<file path="src/rtl/feeder_pkg.sv">
// Shared types and constants for the array west-edge feeder.
package feeder_pkg;

  typedef enum logic [2:0] {
    StIdle,
    StLoad,
    StGap,
    StExec,
    StDrain
  } state_e;

  localparam logic [1:0] OP_LOAD   = 2'b01;
  localparam logic [1:0] OP_EXEC   = 2'b10;

  localparam logic [1:0] INST_IDLE = 2'b00;
  localparam logic [1:0] INST_LOAD = 2'b01;
  localparam logic [1:0] INST_EXEC = 2'b10;

  // Number of bits needed to hold the value v.
  function automatic int unsigned bits_for(input int unsigned v);
    for (int unsigned i = 1; i < 32; i++) begin
      if ((v >> i) == 0) return i;
    end
    return 32;
  endfunction

  // The beat/drain counter must hold a full execute length, a mode-1 load and a drain count.
  function automatic int unsigned cnt_width(input int unsigned len_bw, input int unsigned col,
                                            input int unsigned row);
    int unsigned w;
    w = len_bw;
    if (bits_for(2 * col) > w) w = bits_for(2 * col);
    if (bits_for(row) > w) w = bits_for(row);
    return w;
  endfunction

endpackage

</file>
<file path="src/rtl/skew_line.sv">
// Fixed-depth register delay line with synchronous clear; depth 0 degenerates to a wire.
module skew_line #(
  parameter int unsigned depth = 1,
  parameter int unsigned width = 6
) (
  input  logic             clk,
  input  logic             reset,
  input  logic [width-1:0] d_i,
  output logic [width-1:0] q_o
);

  if (depth == 0) begin : g_wire
    logic unused_clk_rst;
    assign unused_clk_rst = clk ^ reset;
    assign q_o = d_i;
  end else begin : g_line
    logic [width-1:0] line_q [depth];
    logic [width-1:0] line_d [depth];

    always_comb begin
      line_d[0] = d_i;
      for (int unsigned i = 1; i < depth; i++) begin
        line_d[i] = line_q[i-1];
      end
    end

    always_ff @(posedge clk) begin
      if (reset) begin
        for (int unsigned i = 0; i < depth; i++) begin
          line_q[i] <= '0;
        end
      end else begin
        line_q <= line_d;
      end
    end

    assign q_o = line_q[depth-1];
  end

endmodule

</file>
<file path="src/rtl/array_west_feeder.sv">
// West-edge feeder for the systolic MAC array: sequences kernel loads and executes onto in_w/inst_w.
// Define FEEDER_SKEW_EN to build per-row diagonal skew lines; otherwise upstream pre-skews.
module array_west_feeder
  import feeder_pkg::*;
#(
  parameter int unsigned bw     = 4,
  parameter int unsigned row    = 8,
  parameter int unsigned col    = 8,
  parameter int unsigned len_bw = 8
) (
  input  logic                clk,
  input  logic                reset,
  input  logic                mode,
  input  logic [1:0]          cmd_op,
  input  logic [len_bw-1:0]   cmd_len,
  input  logic                cmd_valid,
  output logic                cmd_ready,
  input  logic [row*bw-1:0]   in_data,
  input  logic                in_valid,
  output logic                in_ready,
  output logic [row*bw-1:0]   out_w,
  output logic [2*row-1:0]    out_inst,
  output logic                busy,
  output logic                done,
  output logic                err
);

  localparam int unsigned CntW = cnt_width(len_bw, col, row);
`ifdef FEEDER_SKEW_EN
  localparam int unsigned SkewEn      = 1;
  localparam int unsigned DrainCycles = (row > 1) ? row - 1 : 1;
`else
  localparam int unsigned SkewEn      = 0;
  localparam int unsigned DrainCycles = 1;
`endif
  localparam logic [CntW-1:0] DrainInit  = CntW'(DrainCycles - 1);
  localparam logic [CntW-1:0] LoadBeats0 = CntW'(col);
  localparam logic [CntW-1:0] LoadBeats1 = CntW'(2 * col);

  state_e              state_q, state_d;
  logic [CntW-1:0]     cnt_q, cnt_d;
  logic [1:0]          inst_q, inst_d;
  logic [row*bw-1:0]   data_q, data_d;
  logic                done_q, done_d;
  logic                err_q, err_d;
  logic                xfer;

  assign cmd_ready = (state_q == StIdle) & ~reset;
  assign in_ready  = ((state_q == StLoad) | (state_q == StExec)) & ~reset;
  assign xfer      = in_valid & in_ready;
  assign busy      = (state_q != StIdle);
  assign done      = done_q;
  assign err       = err_q;

  always_comb begin
    state_d = state_q;
    cnt_d   = cnt_q;
    inst_d  = INST_IDLE;
    data_d  = '0;
    done_d  = 1'b0;
    err_d   = 1'b0;
    case (state_q)
      StIdle: begin
        if (cmd_valid && cmd_ready) begin
          unique case (cmd_op)
            OP_LOAD: begin
              state_d = StLoad;
              cnt_d   = mode ? LoadBeats1 : LoadBeats0;
            end
            OP_EXEC: begin
              if (cmd_len == '0) begin
                state_d = StDrain;
                cnt_d   = DrainInit;
              end else begin
                state_d = StExec;
                cnt_d   = CntW'(cmd_len);
              end
            end
            default: err_d = 1'b1;
          endcase
        end
      end
      StLoad, StExec: begin
        if (xfer) begin
          inst_d = (state_q == StLoad) ? INST_LOAD : INST_EXEC;
          data_d = in_data;
          cnt_d  = cnt_q - CntW'(1);
          if (cnt_q == CntW'(1)) begin
            state_d = (state_q == StLoad) ? StGap : StDrain;
            cnt_d   = DrainInit;
          end
        end
      end
      StGap: begin
        state_d = StDrain;
        cnt_d   = DrainInit;
      end
      StDrain: begin
        if (cnt_q == '0) begin
          state_d = StIdle;
          done_d  = 1'b1;
        end else begin
          cnt_d = cnt_q - CntW'(1);
        end
      end
      default: state_d = StIdle;
    endcase
  end

  always_ff @(posedge clk) begin
    if (reset) begin
      state_q <= StIdle;
      cnt_q   <= '0;
      inst_q  <= INST_IDLE;
      data_q  <= '0;
      done_q  <= 1'b0;
      err_q   <= 1'b0;
    end else begin
      state_q <= state_d;
      cnt_q   <= cnt_d;
      inst_q  <= inst_d;
      data_q  <= data_d;
      done_q  <= done_d;
      err_q   <= err_d;
    end
  end

  // Row r sees the row-0 {inst, data} word r cycles later (or immediately without skew).
  for (genvar r = 0; r < row; r++) begin : g_row
    logic [bw+1:0] line_q;

    skew_line #(
      .depth(SkewEn * r),
      .width(bw + 2)
    ) u_skew (
      .clk  (clk),
      .reset(reset),
      .d_i  ({inst_q, data_q[r*bw +: bw]}),
      .q_o  (line_q)
    );

    assign out_w[r*bw +: bw]  = line_q[bw-1:0];
    assign out_inst[2*r +: 2] = line_q[bw+1:bw];
  end

endmodule

</file>
<file path="config.mk">
export PLATFORM = sky130hd
export DESIGN_NAME = array_west_feeder
export DESIGN_NICKNAME = d
export VERILOG_FILES = /design/src/rtl/feeder_pkg.sv /design/src/rtl/skew_line.sv /design/src/rtl/array_west_feeder.sv
export SDC_FILE = /design/constraint.sdc
export NUM_CORES = 1
export LEC_CHECK = 0
export BUFFER_PORTS_ARGS = -buffer_cell sky130_fd_sc_hd__buf_2
export CAP_MARGIN = 40
export CELL_PAD_IN_SITES_DETAIL_PLACEMENT = 0
export CELL_PAD_IN_SITES_GLOBAL_PLACEMENT = 1
export CORE_MARGIN = 2
export CORE_UTILIZATION = 32
export DETAILED_ROUTE_END_ITERATION = 10
export PLACE_DENSITY_LB_ADDON = 0.1
export SLEW_MARGIN = 5
export SYNTH_ARGS = -nofsm -noshare
export SYNTH_HDL_FRONTEND = slang
export SYNTH_SLANG_ARGS = --single-unit
</file>
<file path="constraint.sdc">
create_clock -name clk -period 1.9 [get_ports clk]
set_clock_uncertainty 0.05 [all_clocks]
set_input_delay 0.285 -clock clk [delete_from_list [all_inputs] [get_ports clk]]
set_output_delay 0.285 -clock clk [all_outputs]
set_load 0.1 [all_outputs]
</file>
==> reports/summary.log, run 1 <==
[logic_synthesis] sequential share of the synthesized area 48.48%
[setup_path] category of the worst setup path capture point register
[logic_synthesis] fraction of the mapped netlist area in simple logic gates 24.44%
[drt] average wire length per cell after detail routing 11.85 um
[timing] Setup TNS Final 0 ns
[drt] DRT antenna net count 0
[grt] initial antenna violation count 0
[setup_path] slowest cell delay on critical path 0.42 ns
[grt] number of global-route vias before repair 1491
[timing] total count of max-transition violations in the final report 0
[logic_synthesis] Syn Inst Count 206
[grt] GRT Residual Overflow 0
[die] num ports 100
[logic_synthesis] Post-Synthesis Net Count 258
[logic_synthesis] number of distinct library cell variants in the gate-level netlist after synthesis 36
[drt] vias after detailed routing 1695
[drt] wire length after detailed routing 4.528 mm
[setup_path] Startpoint Class register
[cells_and_area] final design area excluding fillers 2644 um^2
[logic_synthesis] XOR/XNOR share of the synthesized area 0.4513%
[grt] wire length of the first global-routing pass 7.051 mm
[clock_network] number of H-tree branching levels 2
[setup_path] Worst Path Class, Setup reg -> reg
[grt] maximum number of pins on one net before global-route repair 35
[drt] number of DRC markers in iteration 0 80
[timing] number of failing setup endpoints in the final timing report 0
[clock_network] worst skew pair latency 0.29 ns
[die] standard-cell row count 28
[die] area enclosed by the die boundary 6704 um^2
[die] overall die width 81.88 um
[drt] Detailed Routing Iterations Pass 1 4
[clock_network] count of hold-fix buffers inserted at cts 0
[setup_path] Crit path required time 2.05 ns
[timing] fin crit period 1.828 ns
[cells_and_area] commonest cells after routing, fill and taps aside 96 x sky130_fd_sc_hd__buf_2, 44 x sky130_fd_sc_hd__dfxtp_1, 34 x sky130_fd_sc_hd__and2_1, 16 x sky130_fd_sc_hd__buf_4, 13 x sky130_fd_sc_hd__inv_1
[cells_and_area] number of diodes added for antenna fixing 0
[setup_path] arrival time of data at the critical path endpoint 1.98 ns
[timing] unrepaired setup endpoints after global routing true
[logic_synthesis] Mean Syn Cell Area 9.420 um^2
[logic_synthesis] post-synthesis instance area 1941 um^2
[place] standard cell area after detailed placement 2525 um^2
[power_and_ir_drop] Leak 1.347 nW
[timing] worst-margin pin slew 0.4947 ns
[clock_network] maximum buffer depth of the clock tree 2
[logic_synthesis] most common flop cell mapped by yosys sky130_fd_sc_hd__dfxtp_1
[timing] upper clock frequency limit 0.5469 GHz
[power_and_ir_drop] VDD IR max 373.9 uV
[die] Placeable Area 5886 um^2
[clock_network] TritonCTS clock tree done
[cells_and_area] Syn-to-layout area delta 36.23%
[place] placer's final routability congestion estimate 0.8193
[logic_synthesis] number of flops mapped to enable cells by yosys 0
[timing] Setup WS post-layout 0.07163 ns
[die] Vert. Die Dim 81.88 um
[place] number of port buffers 99
[logic_synthesis] Synth Area in Compound Gates 13.15%
[setup_path] library cell contributing the largest single delay on the critical path sky130_fd_sc_hd__a221o_2
[worst_hold_path] class of the worst hold path in -> reg
[setup_path] largest fanout on the critical path 6
[logic_synthesis] Synth Register Bits 47
[run] total of max-cap violations 0
[clock_network] clock input transition at the sequential cells of the worst setup and hold paths 0.09 ns
[cells_and_area] ratio of cells with drive above 1 in the final layout 43.97%
[cells_and_area] most common cell after layout, fill and taps aside sky130_fd_sc_hd__buf_2
[drt] Via density 4.437
[logic_synthesis] count of yosys warnings during synthesis 0
[timing] headroom to the max-slew limit 67.25%
[grt] Tot GR Track Use 13.83%
[power_and_ir_drop] power density of the placed cells 796.9 nW/um^2
[outcome] outcome complete, no violations
[clock_network] Root Buffer sky130_fd_sc_hd__clkbuf_8
[timing] final hold vios 0
[logic_synthesis] fraction of the mapped netlist area in adder cells 3.224%
[drt] Remaining DRCs 0
[die] initial core utilization 32.97%
[clock_network] Clock Sinks 47
[timing] Period Utilization, post-route 96.23%
[setup_path] list of cells traversed by the critical path inv_1 > ha_2 > and3_1 > a221o_2 > or2_0 > buf_4 > o32ai_1
[cells_and_area] non-filler instance count after layout 382
[cells_and_area] net total in the final layout 358
[place] placement-stage worst setup slack 0.02782 ns
[place] Placed Instances 373
[logic_synthesis] mux share of post-synthesis cell area 0%
[place] placed wire-length estimate after detailed placement 3.494 mm
[logic_synthesis] largest family of logic cells by synthesized area simple AND/OR/NAND/NOR gates
[logic_synthesis] ys async rst share 0%
[clock_network] number of buffers created by CTS 5
==> final cells by class <==
cell class	instances	area [um^2]
Sequential cell	47	944.7
Clock buffer	7	86.33
Timing Repair Buffer	116	646.9
Tap cell	75	93.84
Clock inverter	1	8.758
Inverter	13	48.80
Fill cell	613	3242
Multi-Input combinational cell	123	814.5
==> path summary, 6_finish.rpt <==
| check | slack (ns) | endpoint | depth (start not counted) | start |
|---|---|---|---|---|
| worst min register to register | 0.46 | cnt_q[5] | 2 | cnt_q[5] |
| worst max register to register | 0.07 | cnt_q[6] | 7 | cnt_q[1] |
| worst max-delay path | 0.07 | cnt_q[6] | 7 | cnt_q[1] |
| worst min-delay path | 0.13 | data_q[29] | 2 | in_data[29] |
==> sequential cells by signal, indices dropped and copies added (netlist names) <==
name	flops
cnt_q	8
data_q	32
done	1
err	1
inst_q	2
state_q	3
==> per-stage QoR <==
stage | power, mW | util (%) | hold slack (ns)
floorplan | 1.348 | - | 0.3567
detailed placement | 1.492 | 42.90 | 0.4361
global placement | 1.498 | 42.90 | 0.4338
CTS | 2.124 | 44.52 | 0.1229
global route | 2.228 | 44.92 | 0.1207
finish | 2.107 | 44.92 | 0.1344
==> where the power goes <==
group / internal, mW / switching (mW) / total, mW / leakage (nW)
logic: 0.172 / 0.284 / 0.456 / 0.917
registers: 1.01 / 0.0166 / 1.02 / 0.381
clock network: 0.299 / 0.327 / 0.626 / 0.0484
total: 1.48 / 0.628 / 2.11 / 1.35
==> worst max-delay path, delay by kind of cell, from the launching register on <==
kind                     cells  cell delay [ns]
buffers and inverters        2             0.26
flip-flops                   1             0.34
adder cells (fa/ha/maj)      1             0.19
AND/OR/NAND/NOR              2             0.36
AO/OA/AOI/OAI                2             0.53
==> cell families after synthesis <==
kind of cell    after synthesis
xor+xnor                      1
simple gates                 81
compound gates               36
buf+inv                      36
fa+ha+maj                     5
flops                        47
==> per-layer routing <==
| metal | wire (um) | vias up | part of all wire [%] | track usage (%) |
|---|---|---|---|---|
| met3 | 384 | 4 | 8.5 | 5.275 |
| met2 | 2057 | 72 | 45 | 20.49 |
| li1 | - | 884 | - | - |
| met4 | 36 | 0 | 0.80 | 4.500 |
| met5 | 0 | - | 0 | 0 |
| met1 | 2051 | 735 | 45 | 18.46 |
==> Yosys cell counts (4+ instances only) <==
| cell | instances | area [um^2] |
|---|---|---|
| sky130_fd_sc_hd__nand3_1 | 5 | 25.02 |
| sky130_fd_sc_hd__and2_1 | 34 | 212.7 |
| sky130_fd_sc_hd__a21oi_1 | 12 | 60.06 |
| sky130_fd_sc_hd__nor2b_1 | 8 | 50.05 |
| sky130_fd_sc_hd__inv_1 | 13 | 48.80 |
| sky130_fd_sc_hd__buf_4 | 14 | 105.1 |
| sky130_fd_sc_hd__clkbuf_1 | 5 | 18.77 |
| sky130_fd_sc_hd__dfxtp_1 | 47 | 940.9 |
| sky130_fd_sc_hd__nor3_1 | 4 | 20.02 |
| sky130_fd_sc_hd__nor2_1 | 11 | 41.29 |
| sky130_fd_sc_hd__nand2_1 | 6 | 22.52 |
| sky130_fd_sc_hd__o32ai_1 | 5 | 43.79 |
| sky130_fd_sc_hd__ha_1 | 5 | 62.56 |
==> repair_timing <==
| action | in CTS | in global routing |
|---|---|---|
| gates resized for setup | 0 | 8 |
| setup buffers | 0 | 1 |
| endpoints found under the setup margin | 0 | 10 |
Power figures use the tool's default switching activity.
==> run 2, diff against run 1 <==
==> constraint.sdc (replaced) <==
create_clock -name clk -period 1.9 [get_ports clk]
set_clock_uncertainty 0.05 [all_clocks]
set_input_delay 0.095 -clock clk [delete_from_list [all_inputs] [get_ports clk]]
set_output_delay 0.095 -clock clk [all_outputs]
set_load 0.1 [all_outputs]
==> run 2 against run 1 <==
Die area did not move; non-clock buffer count up 28; critical path depth decreased by 2; routed wire length increased by 11%; critical path type unchanged.
==> reports/summary.log, run 2 (same netlist as run 1, synthesis figures left out) <==
[cells_and_area] non-filler instance count after layout 410 [was 382]
[place] placer's final routability congestion estimate 0.8054 [was 0.8193]
[power_and_ir_drop] net switching share of the total power 28.94% [was 29.80%]
[timing] number of failing setup endpoints in the final timing report 0 [unchanged]
[drt] DRT antenna net count 0 [unchanged]
[setup_path] slowest cell delay on critical path 0.37 ns [was 0.42 ns]
[grt] number of global-route vias before repair 1721 [was 1491]
[cells_and_area] number of flip-flops under the largest register name 32 [unchanged]
[place] Placed Instances 370 [was 373]
[die] standard-cell row count 28 [unchanged]
[cells_and_area] registers with the most flip-flops data_q (32), cnt_q (8), state_q (3) [unchanged]
[die] overall die width 81.88 um [unchanged]
[run] total of max-cap violations 0 [unchanged]
[clock_network] number of buffers created by CTS 5 [unchanged]
[die] area enclosed by the die boundary 6704 um^2 [unchanged]
[timing] worst-margin pin slew 0.4970 ns [was 0.4947 ns]
[clock_network] worst skew pair latency 0.30 ns [was 0.29 ns]
[worst_hold_path] cell depth of the worst hold path 3 [was 2]
[clock_network] TritonCTS clock tree done [unchanged]
[drt] average wire length per cell after detail routing 12.26 um [was 11.85 um]
[setup_path] Stages on worst setup path 5 [was 7]
[die] Placeable Area 5886 um^2 [unchanged]
[grt] GRT Residual Overflow 0 [unchanged]
[die] initial core utilization 32.97% [unchanged]
[setup_path] Register-to-Register Path Depth 5 [was 7]
[setup_path] library cell contributing the largest single delay on the critical path sky130_fd_sc_hd__dfxtp_1 [was sky130_fd_sc_hd__a221o_2]
[grt] wire length of the first global-routing pass 7.914 mm [was 7.051 mm]
[grt] maximum number of pins on one net before global-route repair 35 [unchanged]
[cells_and_area] commonest cells after routing, fill and taps aside 97 x sky130_fd_sc_hd__buf_2, 47 x sky130_fd_sc_hd__dfxtp_1, 34 x sky130_fd_sc_hd__and2_1, 32 x sky130_fd_sc_hd__dlygate4sd3_1 [was 96 x sky130_fd_sc_hd__buf_2, 44 x sky130_fd_sc_hd__dfxtp_1, 34 x sky130_fd_sc_hd__and2_1, 16 x sky130_fd_sc_hd__buf_4, 13 x sky130_fd_sc_hd__inv_1]
[die] Vert. Die Dim 81.88 um [unchanged]
[drt] Detailed Routing Iterations Pass 1 4 [unchanged]
[grt] initial antenna violation count 0 [unchanged]
[setup_path] Worst Path Class, Setup reg -> reg [unchanged]
[timing] Setup WS post-layout 0.1013 ns [was 0.07163 ns]
[cells_and_area] register name with the most flops data_q [unchanged]
[clock_network] setup repair bufs after CTS 0 [unchanged]
[power_and_ir_drop] VDD IR max 436.9 uV [was 373.9 uV]
[power_and_ir_drop] clock network fraction of design power 34.2% [was 29.7%]
[power_and_ir_drop] Internal Power 1.650 mW [was 1.479 mW]
[cells_and_area] ratio of cells with drive above 1 in the final layout 38.21% [was 43.97%]
[setup_path] category of the worst setup path capture point register [unchanged]
[drt] wire length after detailed routing 5.025 mm [was 4.528 mm]
[outcome] outcome complete, no violations [unchanged]
[drt] Via density 4.505 [was 4.437]
[place] placed wire-length estimate after detailed placement 3.555 mm [was 3.494 mm]
[clock_network] Root Buffer sky130_fd_sc_hd__clkbuf_8 [unchanged]
[cells_and_area] final design area excluding fillers 2965 um^2 [was 2644 um^2]
[setup_path] crit-path leading delay family simple AND/OR/NAND/NOR gates [was compound AO/OA/AOI/OAI gates]
[drt] vias after detailed routing 1847 [was 1695]
[grt] Tot GR Track Use 15.29% [was 13.83%]
[die] num ports 100 [unchanged]
[setup_path] list of cells traversed by the critical path nor4_4 > nand4_1 > a221o_1 > or3_1 > a21oi_2 [was inv_1 > ha_2 > and3_1 > a221o_2 > or2_0 > buf_4 > o32ai_1]
[setup_path] arrival time of data at the critical path endpoint 1.99 ns [was 1.98 ns]
[drt] Remaining DRCs 0 [unchanged]
[timing] Period Utilization, post-route 94.67% [was 96.23%]
[setup_path] Startpoint Class register [unchanged]
[setup_path] combined buffer and inverter count along the critical path 0 [was 2]
[timing] total count of max-transition violations in the final report 0 [unchanged]
[timing] fin crit period 1.799 ns [was 1.828 ns]
[timing] unrepaired setup endpoints after global routing false [was true]
[cells_and_area] final-layout fill cell count 563 [was 613]
[power_and_ir_drop] Leak 1.480 nW [was 1.347 nW]
[cells_and_area] number of diodes added for antenna fixing 0 [unchanged]
[power_and_ir_drop] part of the power in combinational logic 21.7% [about the same]
[setup_path] Crit path required time 2.09 ns [was 2.05 ns]
[power_and_ir_drop] power density of the placed cells 783.3 nW/um^2 [was 796.9 nW/um^2]
[setup_path] largest fanout on the critical path 4 [was 6]
[timing] headroom to the max-slew limit 67.09% [was 67.25%]
[power_and_ir_drop] total design power 2.323 mW [was 2.107 mW]
[cells_and_area] Syn-to-layout area delta 52.80% [was 36.23%]
[drt] number of DRC markers in iteration 0 91 [was 80]
[clock_network] clock input transition at the sequential cells of the worst setup and hold paths 0.09 ns [about the same]
[timing] upper clock frequency limit 0.5560 GHz [was 0.5469 GHz]
[timing] final hold vios 0 [unchanged]
[clock_network] Clock Sinks 47 [unchanged]
[place] number of port buffers 99 [unchanged]
[clock_network] number of H-tree branching levels 2 [unchanged]
[worst_hold_path] class of the worst hold path in -> reg [unchanged]
[place] standard cell area after detailed placement 2517 um^2 [was 2525 um^2]
[power_and_ir_drop] part of the total power dissipated in sequential elements 44.1% [was 48.6%]
[power_and_ir_drop] switching power 672.3 uW [was 627.9 uW]
[cells_and_area] net total in the final layout 386 [was 358]
[cells_and_area] most common cell after layout, fill and taps aside sky130_fd_sc_hd__buf_2 [unchanged]
[clock_network] maximum buffer depth of the clock tree 2 [unchanged]
[place] placement-stage worst setup slack 0.09950 ns [was 0.02782 ns]
[timing] Setup TNS Final 0 ns [unchanged]
[run 2: through the flow]
stage / hold WS (ns) / util (%)
2_1_floorplan: 0.1667 / -
3_3_place_gp: 0.2437 / 42.77
3_5_place_dp: 0.2461 / 42.77
4_1_cts: 0.05907 / 50.28
5_1_grt: 0.06356 / 50.38
6_report: 0.05118 / 50.38
[run 2: path summary, 6_finish.rpt]
| kind | slack (ns) | end | startpoint |
|---|---|---|---|
| hold / removal | 0.05 | cnt_q[2] | cmd_len[2] |
| hold reg to reg | 0.48 | cnt_q[3] | cnt_q[3] |
| setup reg to reg | 0.10 | state_q[1] | cnt_q[4] |
| setup / recovery | 0.10 | state_q[1] | cnt_q[4] |
[run 2: final cells by class]
| type | instances | area (um^2) | area share [%] |
|---|---|---|---|
| flip-flops and latches | 47 | 940.9 | 31.73 |
| clock buffers | 6 | 82.58 | 2.785 |
| inverters | 13 | 48.80 | 1.646 |
| clock inverters | 2 | 38.79 | 1.308 |
| well taps | 75 | 93.84 | 3.165 |
| multi-input cells | 123 | 817.0 | 27.55 |
| repair buffers | 144 | 943.4 | 31.81 |
[run 2: power groups by stage]
stage	logic (mW)	clock network (mW)	registers, mW
3_5_place_dp	0.448	0	1.05
3_3_place_gp	0.455	0	1.05
6_report	0.503	0.794	1.03
5_1_grt	0.544	0.861	1.03
4_1_cts	0.499	0.804	1.03
2_1_floorplan	0.239	0	1.11
[run 2: per-layer routing]
layer	routed length, um	track usage, %
met1	2266	19.36
met2	2238	23.66
met3	422	6.154
met4	97	5.000
met5	0	0
[run 2: worst register-to-register path, cell delays in order, from the launching register on]
cell and delay, ns:
sky130_fd_sc_hd__dfxtp_1 0.37, sky130_fd_sc_hd__nor4_4 0.36, sky130_fd_sc_hd__nand4_1 0.15, sky130_fd_sc_hd__a221o_1 0.32, sky130_fd_sc_hd__or3_1 0.37, sky130_fd_sc_hd__a21oi_2 0.11
[run 2: repair_timing]
| item | 4_1_cts | 5_1_grt |
|---|---|---|
| endpoints found under the hold margin | 32 | 0 |
| hold buffers | 32 | 0 |
| resized for setup | 0 | 2 |
| endpoints found under the setup margin | 0 | 5 |
